**src/rtl/vga_pattern_gen.sv**
```systemverilog
// rtl/vga_pattern_gen.sv - video timing and test-pattern generator (optional border: VPG_BORDER_EN)
module vga_pattern_gen #(
  parameter int TW         = 12,
  parameter int CW         = 8,
  parameter int BAR_SHIFT  = 6,
  parameter int GRID_SHIFT = 5,
  parameter int HS_POL     = 0,
  parameter int VS_POL     = 0
) (
  input  logic            clk,
  input  logic            reset_n,
  input  logic [TW-1:0]   h_total,
  input  logic [TW-1:0]   v_total,
  input  logic [TW-1:0]   h_sync,
  input  logic [TW-1:0]   v_sync,
  input  logic [TW-1:0]   h_start,
  input  logic [TW-1:0]   h_end,
  input  logic [TW-1:0]   v_start,
  input  logic [TW-1:0]   v_end,
  input  logic [1:0]      mode,
  input  logic [3*CW-1:0] solid_rgb,
  output logic            vga_hs,
  output logic            vga_vs,
  output logic            vga_de,
  output logic [CW-1:0]   vga_r,
  output logic [CW-1:0]   vga_g,
  output logic [CW-1:0]   vga_b,
  output logic [7:0]      frame_cnt,
  output logic            frame_start
);

  localparam logic HS_ACT = (HS_POL != 0);
  localparam logic VS_ACT = (VS_POL != 0);

  logic [TW-1:0] h_count, v_count;
  logic [7:0]    fcnt;
  logic [1:0]    mode_q;
  logic          line_end, frame_end, first_px;
  logic          hs_raw, vs_raw, act;
  logic [TW-1:0] px, py;

  logic          s1_hs, s1_vs, s1_act, s1_first;
  logic [TW-1:0] s1_px, s1_py;
  logic [7:0]    s1_fcnt;
  logic [2:0]    bar;
  logic          grid_on;
  logic [CW-1:0] pat_r, pat_g, pat_b;
  logic          unused_bits;

  // >= rather than == so a shrunk total wraps immediately instead of running to 2^TW
  assign line_end  = (h_count >= h_total);
  assign frame_end = (v_count >= v_total);
  assign first_px  = (h_count == '0) && (v_count == '0);

  assign hs_raw = (h_count < h_sync);
  assign vs_raw = (v_count < v_sync);
  assign act    = (h_count >= h_start) && (h_count < h_end) &&
                  (v_count >= v_start) && (v_count < v_end);
  assign px     = h_count - h_start;
  assign py     = v_count - v_start;

`ifdef VPG_BORDER_EN
  logic border_raw, s1_border;
  assign border_raw = (px == '0) || (h_count == h_end - TW'(1)) ||
                      (py == '0) || (v_count == v_end - TW'(1));
`endif

  // Horizontal/vertical counters and the internal completed-frame count
  always_ff @(posedge clk or negedge reset_n) begin
    if (!reset_n) begin
      h_count <= '0;
      v_count <= '0;
      fcnt    <= '0;
    end else if (line_end) begin
      h_count <= '0;
      if (frame_end) begin
        v_count <= '0;
        fcnt    <= fcnt + 8'd1;
      end else begin
        v_count <= v_count + TW'(1);
      end
    end else begin
      h_count <= h_count + TW'(1);
    end
  end

  // Pattern select only changes on the first pixel so a frame is never mixed
  always_ff @(posedge clk or negedge reset_n) begin
    if (!reset_n) begin
      mode_q <= 2'd0;
    end else if (first_px) begin
      mode_q <= mode;
    end
  end

  // Stage 1: raw timing, coordinates and first-pixel marker
  always_ff @(posedge clk or negedge reset_n) begin
    if (!reset_n) begin
      s1_hs    <= 1'b0;
      s1_vs    <= 1'b0;
      s1_act   <= 1'b0;
      s1_first <= 1'b0;
      s1_px    <= '0;
      s1_py    <= '0;
      s1_fcnt  <= '0;
    end else begin
      s1_hs    <= hs_raw;
      s1_vs    <= vs_raw;
      s1_act   <= act;
      s1_first <= first_px;
      s1_px    <= px;
      s1_py    <= py;
      s1_fcnt  <= fcnt;
    end
  end

`ifdef VPG_BORDER_EN
  // Stage 1 border flag travels alongside the coordinates
  always_ff @(posedge clk or negedge reset_n) begin
    if (!reset_n) begin
      s1_border <= 1'b0;
    end else begin
      s1_border <= border_raw;
    end
  end
`endif

  assign bar         = s1_px[BAR_SHIFT+2:BAR_SHIFT];
  assign grid_on     = (s1_px[GRID_SHIFT-1:0] == '0) || (s1_py[GRID_SHIFT-1:0] == '0);
  assign unused_bits = ^{s1_px, s1_py};

  // Colour for the stage-1 pixel; black outside the active window
  always_comb begin
    pat_r = '0;
    pat_g = '0;
    pat_b = '0;
    if (s1_act) begin
      case (mode_q)
        2'd0: pat_r = s1_px[CW-1:0];
        2'd1: begin
          // bar order white, yellow, cyan, green, magenta, red, blue, black
          pat_r = {CW{~bar[1]}};
          pat_g = {CW{~bar[2]}};
          pat_b = {CW{~bar[0]}};
        end
        2'd2: begin
          if (grid_on) begin
            pat_r = '1;
            pat_g = '1;
            pat_b = '1;
          end
        end
        default: {pat_r, pat_g, pat_b} = solid_rgb;
      endcase
`ifdef VPG_BORDER_EN
      if (s1_border) begin
        pat_r = '1;
        pat_g = '1;
        pat_b = '1;
      end
`endif
    end
  end

  // Stage 2: registered outputs, all aligned to the same counter state
  always_ff @(posedge clk or negedge reset_n) begin
    if (!reset_n) begin
      vga_hs      <= ~HS_ACT;
      vga_vs      <= ~VS_ACT;
      vga_de      <= 1'b0;
      vga_r       <= '0;
      vga_g       <= '0;
      vga_b       <= '0;
      frame_cnt   <= '0;
      frame_start <= 1'b0;
    end else begin
      vga_hs      <= s1_hs ? HS_ACT : ~HS_ACT;
      vga_vs      <= s1_vs ? VS_ACT : ~VS_ACT;
      vga_de      <= s1_act;
      vga_r       <= pat_r;
      vga_g       <= pat_g;
      vga_b       <= pat_b;
      frame_cnt   <= s1_fcnt;
      frame_start <= s1_first;
    end
  end

endmodule
```
**config.mk**
```make
export PLATFORM = sky130hd
export DESIGN_NAME = vga_pattern_gen
export DESIGN_NICKNAME = d
export VERILOG_FILES = /design/src/rtl/vga_pattern_gen.sv
export SDC_FILE = /design/constraint.sdc
export NUM_CORES = 1
export LEC_CHECK = 0
export CORE_UTILIZATION = 34
export CTS_CLUSTER_SIZE = 20
export DETAILED_ROUTE_END_ITERATION = 16
export GPL_TIMING_DRIVEN = 0
export PLACE_DENSITY = 0.63
export SYNTH_ARGS = -nofsm -noshare
export SYNTH_HDL_FRONTEND = slang
export SYNTH_SLANG_ARGS = --single-unit
```
**constraint.sdc**
```tcl
create_clock -name clk -period 2.7 [get_ports clk]
set_input_delay 0.405 -clock clk [delete_from_list [all_inputs] [get_ports clk]]
set_output_delay 0.405 -clock clk [all_outputs]
set_load 0.02 [all_outputs]
```
Word level (Yosys, flattened, before mapping)
Index checks and enable logic that the tools add are counted.
{"block": "totals", "ff_bits": 96, "in_bits": 124, "word_cells": 59, "n_memories": 0, "latch_bits": 0, "mem_bits_ro": 0, "mem_bits_rw": 0}
{"block": "classes", "bitwise": 3, "shift": 0, "n_addsub": 5, "n_mul": 0, "magnitude_cmp": 8, "eq_ne": 2, "n_mux": 11, "reduce_logical": 11, "n_div": 0}
{"cell": "8-bit case mux with 3 select lines", "count": 3}
{"cell": "12-bit greater-or-equal comparator", "count": 4}
{"cell": "12-bit less-than comparator", "count": 4}
{"cell": "8-bit two-way mux", "count": 4}
{"cell": "12-bit by 1-bit adder with 12-bit output, second input constant", "count": 2}
{"cell": "12-bit logical NOT", "count": 2}
{"cell": "12-bit two-way mux", "count": 2}
{"cell": "5-bit logical NOT", "count": 2}
{"cell": "9-bit subtractor", "count": 1}
{"cell": "8-bit by 1-bit adder with 8-bit output, second input constant", "count": 1}
{"cell": "5-bit subtractor", "count": 1}
{"cell": "1-bit logical AND", "count": 4}
{"cell": "1-bit NOT", "count": 3}
{"cell": "2-bit by 1-bit equality test with 1-bit output, second input constant", "count": 1}
{"cell": "2-bit equality test, second input constant", "count": 1}
{"cell": "2-bit logical NOT", "count": 1}
{"cell": "1-bit two-way mux", "count": 2}
{"cell": "2-bit AND reduction", "count": 1}
{"cell": "1-bit logical OR", "count": 1}

Depth between registers and ports, before layout
Gate-level depths: netlist of the first run.
{"block": "logic_depth", "word_depth": 5, "depth_mapped": 9, "ltp_nobuf": 9}

Least setup slack after synthesis of the first run
No wires, ideal clock.
{"block": "synth_path", "kind": "flip-flop to flip-flop", "start": "register v_count[0]", "end": "register s1_act", "arrival_time_ns": 2.016, "synth_period_minus_slack_ns": 2.141, "path_slack_ns": 0.559, "path_buffers": 0, "setup_time_ns": 0.125, "stages_incl_launch_ff": 10, "cell_sequence": "dfrtp_1 > inv_1 > ha_1 > fa_1 > inv_1 > o211ai_1 > a31oi_1 > nor3_1 > o31a_1 > a2111oi_0"}
{"block": "synth_via", "elab_chain_len": 3, "elab_cells_between_ends": 4}
{"element": "start, declared", "line": "35", "rtl": "logic [TW-1:0] h_count, v_count;"}
{"element": "start signal, assigned", "line": "80", "rtl": "v_count <= v_count + TW'(1);"}
{"element": "12-bit greater-or-equal comparator", "line": "58", "rtl": "(v_count >= v_start) && (v_count < v_end);"}
{"element": "1-bit logical AND", "line": "57", "rtl": "assign act = (h_count >= h_start) && (h_count < h_end) &&"}
{"element": "1-bit logical AND *", "line": "58"}
{"element": "net act", "line": "39", "rtl": "logic hs_raw, vs_raw, act;"}
{"element": "end signal, assigned", "line": "109", "rtl": "s1_act <= act;"}
{"element": "end, declared", "line": "42", "rtl": "logic s1_hs, s1_vs, s1_act, s1_first;"}
Mark *: on every way through the listed nets, which the timed path passes. The rest lies on a longest branch.
A chain may end at the register's enable or synchronous reset.

Final worst setup path of the first run
Same ends and word-level chain as after synthesis.

==> flow_metrics.py, run 1 <==
metrics = {
    "status": {
        "status": "complete, no violations",
    },
    "worst_hold_path": {
        "holdPathEnd": "frame_cnt[4]",
        "hold_path_class": "reg -> reg",
        "whs_path_depth": 0,
        "min_from": "s1_fcnt[4]",
    },
    "clock_network": {
        "clock-root-buffer": "clkbuf_16",
        "cts.reportedPaths.clkPinSlew_ns": 0.07,
        "cts_tree": "yes",
        "cts_max_path_buffers": 2,
        "cts_max_level": 3,
        "post_cts_buffers": 0,
        "insertion_delay_ns": 0.35,
        "cts_buffers": 9,
        "cts.sinks": 96,
    },
    "layout": {
        "diodes": 0,
        "syn2layout_area_growth_pct": 35.7,
        "finalNetCount": 1044,
        "layout_common_cells": "clkdlybuf4s50_1, inv_1, ha_1",
        "drive_above_1_share_pct": 7.26,
        "final_common_cell": "clkdlybuf4s50_1",
    },
    "power_and_ir_drop": {
        "power_leakage_nw": 4.30,
        "power.density_mw_per_mm2": 610,
        "p_switching_mw": 1.84,
        "p_total_mw": 5.20,
        "clockPowerShare_pct": 24.2,
        "switching_share_pct": 35.5,
        "vdd_drop_max_uv": 319,
        "combPwrFrac_pct": 36.9,
        "seq_power_share_pct": 38.9,
        "internal_power_mw": 3.35,
    },
    "place": {
        "gp_congestion": 0.811,
        "post-dp-hpwl_um": 11400,
        "place_ws_ns": -0.446,
        "numPortBuffers": 159,
    },
    "timing": {
        "fin_crit_ns": 2.55,
        "final-setup-viol-count": 0,
        "skew_ns": 0.00784,
        "tightestPinTransition_ns": 0.593,
        "relSlewSlack_pct": 60.2,
        "hold_viol_final": 0,
        "layout_setup_ws_ns": 0.148,
        "final_max_slew_viol_count": 0,
        "max_clock_freq_ghz": 0.392,
        "rsz0062_at_grt": "no",
        "post-route-period-util_pct": 94.5,
    },
    "floorplan": {
        "die_area_mm2": 0.0190,
        "ios": 160,
        "start_util_pct": 34.9,
        "die_h_um": 138,
        "rows": 49,
        "die_x_um": 138,
        "core-area_mm2": 0.0180,
    },
    "critical_path": {
        "start_kind": "flop",
        "ff2ff_setup_slack_ns": 0.15,
        "slowest_delay_ns": 0.42,
        "r2r_start": "v_count[0]",
        "cp_max_fo": 6,
        "cp-end-kind": "flop",
        "crit_path_top_delay_cell": "dfrtp_2",
        "reg2reg_to": "s1_act",
        "cpLargestDelayFamily": "compound AO/OA/AOI/OAI gates",
        "required_ns": 2.93,
        "worstPathCellList": "inv_1, ha_1, fa_1, inv_1, o211ai_1, a31oi_1, nor3_1, o31a_1, a2111oi_4",
        "worstPathArrival_ns": 2.78,
        "crit_type": "reg -> reg",
        "rr_worst_depth": 9,
        "path_buf_inv": 2,
        "cp_common_cell": "inv_1",
    },
    "global_routing": {
        "antenna_found_initial": 0,
        "grt_overflow": 0,
        "grt_max_degree": 68,
        "grtUsageTotal_pct": 16.0,
        "grt_pass1_wl_um": 23500,
        "first_global_vias": 4978,
    },
    "synth": {
        "synth_nets": 872,
        "synth-seq-cells": 96,
        "synth_top_family_by_area": "adder cells",
        "synth_ff_type": "dfrtp_1",
        "synth_warnings": 0,
        "syn_area_per_cell_um2": 9.68,
        "synth.cell_area_mm2": 0.00628,
        "synthAdderAreaFrac_pct": 20.0,
        "synthSimpleGateAreaFrac_pct": 12.9,
        "synthMuxAreaShare_pct": 0.717,
        "synthCells": 649,
        "synth-compound-area-share_pct": 16.2,
        "synth_edf_count": 0,
        "yosys.area_share.xor_xnor_pct": 3.62,
        "ys_seq_area_share_pct": 38.3,
        "ys_types": 53,
        "async_reset_ff_share_pct": 100,
    },
    "routing": {
        "route.final.wire_length_um": 14300,
        "wl_per_cell_um": 13.6,
        "ant_nets": 0,
        "dr.pass1.iters": 4,
        "drtIter0Drc": 244,
        "vias": 4997,
        "drc": 0,
        "routed_via_density": 4.74,
    },
    "run": {
        "max_cap_violations": 0,
    },
}
-- worst register-to-register path: stages, from the launching register on --
cell and delay, ns:
dfrtp_2 0.42, inv_1 0.13, ha_1 0.23, fa_1 0.41
inv_1 0.09, o211ai_1 0.10, a31oi_1 0.29, nor3_1 0.08
o31a_1 0.32, a2111oi_4 0.37
-- worst max-delay path by stage --
stage | startpoint | end | slack, ns | cells after the start
6_report | v_count[0] | s1_act | 0.15 | 9
5_1_grt | h_count[0] | s1_act | 0.01 | 9
4_1_cts | h_count[2] | v_count[0] | 0.02 | 8
3_5_place_dp | v_start[0] | s1_act | -0.45 | 9
3_3_place_gp | reset_n | s1_vs | -2.42 | 1
2_1_floorplan | v_count[0] | s1_act | 0.56 | 9
-- area by class of cell --
cell class / instances / area, um2
Fill cell: 1736 / 9500
Multi-Input combinational cell: 427 / 3380
Sequential cell: 96 / 2410
Timing Repair Buffer: 161 / 1630
Inverter: 115 / 432
Tap cell: 229 / 287
Clock buffer: 9 / 225
Buffer: 11 / 97.6
Clock inverter: 7 / 72.6
-- timing repair --
item | CTS | global route
pin swaps | 1 | 1
hold buffers | 1 | 0
setup endpoints to repair | 1 | 28
endpoints found under the hold margin | 28 | 0
gates resized for setup | 3 | 3
-- per-layer routing --
| layer | vias to the layer above | track usage, % | wire length (um) |
|---|---|---|---|
| met1 | 2276 | 21.0 | 6910 |
| met5 | - | 0 | 0 |
| met2 | 120 | 26.3 | 6490 |
| met4 | 0 | 5.07 | 198 |
| li1 | 2583 | - | - |
| met3 | 18 | 3.25 | 732 |
-- power by group through the flow --
stage | combinational, mW | sequential [mW] | clock [mW]
after floorplan | 1.29 | 1.98 | 0
after global placement | 1.88 | 2.05 | 0
after detailed placement | 1.91 | 2.06 | 0
after CTS | 1.93 | 2.03 | 1.30
after global routing | 2.21 | 2.08 | 1.36
final | 1.92 | 2.02 | 1.26
-- Yosys cell counts (3+ instances only) --
cell type,count,area share [%]
nand3_1,17,1.4
and2_1,3,0.30
buf_2,4,0.32
a21o_1,20,2.4
a21oi_2,7,0.98
nand2_1,23,1.4
nor4_1,6,0.60
and3_1,7,0.70
a211oi_1,3,0.36
nand2b_1,4,0.40
nor3_1,11,0.88
nor2b_1,11,1.1
nand4_1,15,1.5
ha_1,97,19
dfrtp_1,94,37
o21ai_0,25,2.0
xnor2_1,16,2.2
clkbuf_8,3,0.66
a2111oi_0,3,0.42
a31oi_1,7,0.70
a22o_1,9,1.3
xor2_1,10,1.4
o21a_1,25,3.0
and4_1,4,0.56
inv_1,115,6.9
a21oi_1,37,2.9
nor2_1,28,1.7
or2b_2,7,0.98
o211ai_1,4,0.48
mux2_2,4,0.72
-- sequential cells by signal (all words and copies together), names as in the netlist --
register / flops
h_count: 12
v_count: 12
s1_px: 9
fcnt: 8
frame_cnt: 8
s1_fcnt: 8
vga_b: 8
vga_g: 8
vga_r: 8
s1_py: 5
mode_q: 2
frame_start: 1
s1_act: 1
s1_first: 1
s1_hs: 1
s1_vs: 1
vga_de: 1
vga_hs: 1
vga_vs: 1
-- logic make-up after synthesis --
kind of cell | count (synthesis)
compound gates | 152
simple gates | 146
buf+inv | 126
fa+ha+maj | 99
flops | 96
xor+xnor | 26
mux | 4
-- through the flow --
step           area (um2)  hold WS (ns)  instances  util (%)  setup TNS, ns
2_1_floorplan        6280         0.109        649         -              0
3_3_place_gp         8160         0.332       1037      45.3        -235.87
3_5_place_dp         8190         0.335       1038      45.4          -7.16
4_1_cts              8500         0.352       1055      47.2              0
5_1_grt              8530         0.357       1055      47.3              0
6_report             8530         0.350       1055      47.3              0
No activity file was read; power rests on OpenSTA's default activity.
==> run 2: changes to the inputs <==
--- a/config.mk
+++ b/config.mk
@@ -8,6 +8,7 @@
 export CORE_UTILIZATION = 34
 export CTS_CLUSTER_SIZE = 20
 export DETAILED_ROUTE_END_ITERATION = 16
+export GPL_ROUTABILITY_DRIVEN = 1
 export GPL_TIMING_DRIVEN = 0
 export PLACE_DENSITY = 0.63
 export SYNTH_ARGS = -nofsm -noshare
==> results of run 2 <==
No change in the layout: final DEF, timing and power equal those of run 1.
==> run 3: changes to the inputs <==
--- a/config.mk
+++ b/config.mk
@@ -6,7 +6,7 @@
 export NUM_CORES = 1
 export LEC_CHECK = 0
 export CORE_UTILIZATION = 34
-export CTS_CLUSTER_SIZE = 20
+export CTS_CLUSTER_SIZE = 16
 export DETAILED_ROUTE_END_ITERATION = 16
 export GPL_ROUTABILITY_DRIVEN = 1
 export GPL_TIMING_DRIVEN = 0
==> results of run 3 <==
No change in the layout: final DEF, timing and power equal those of run 1.
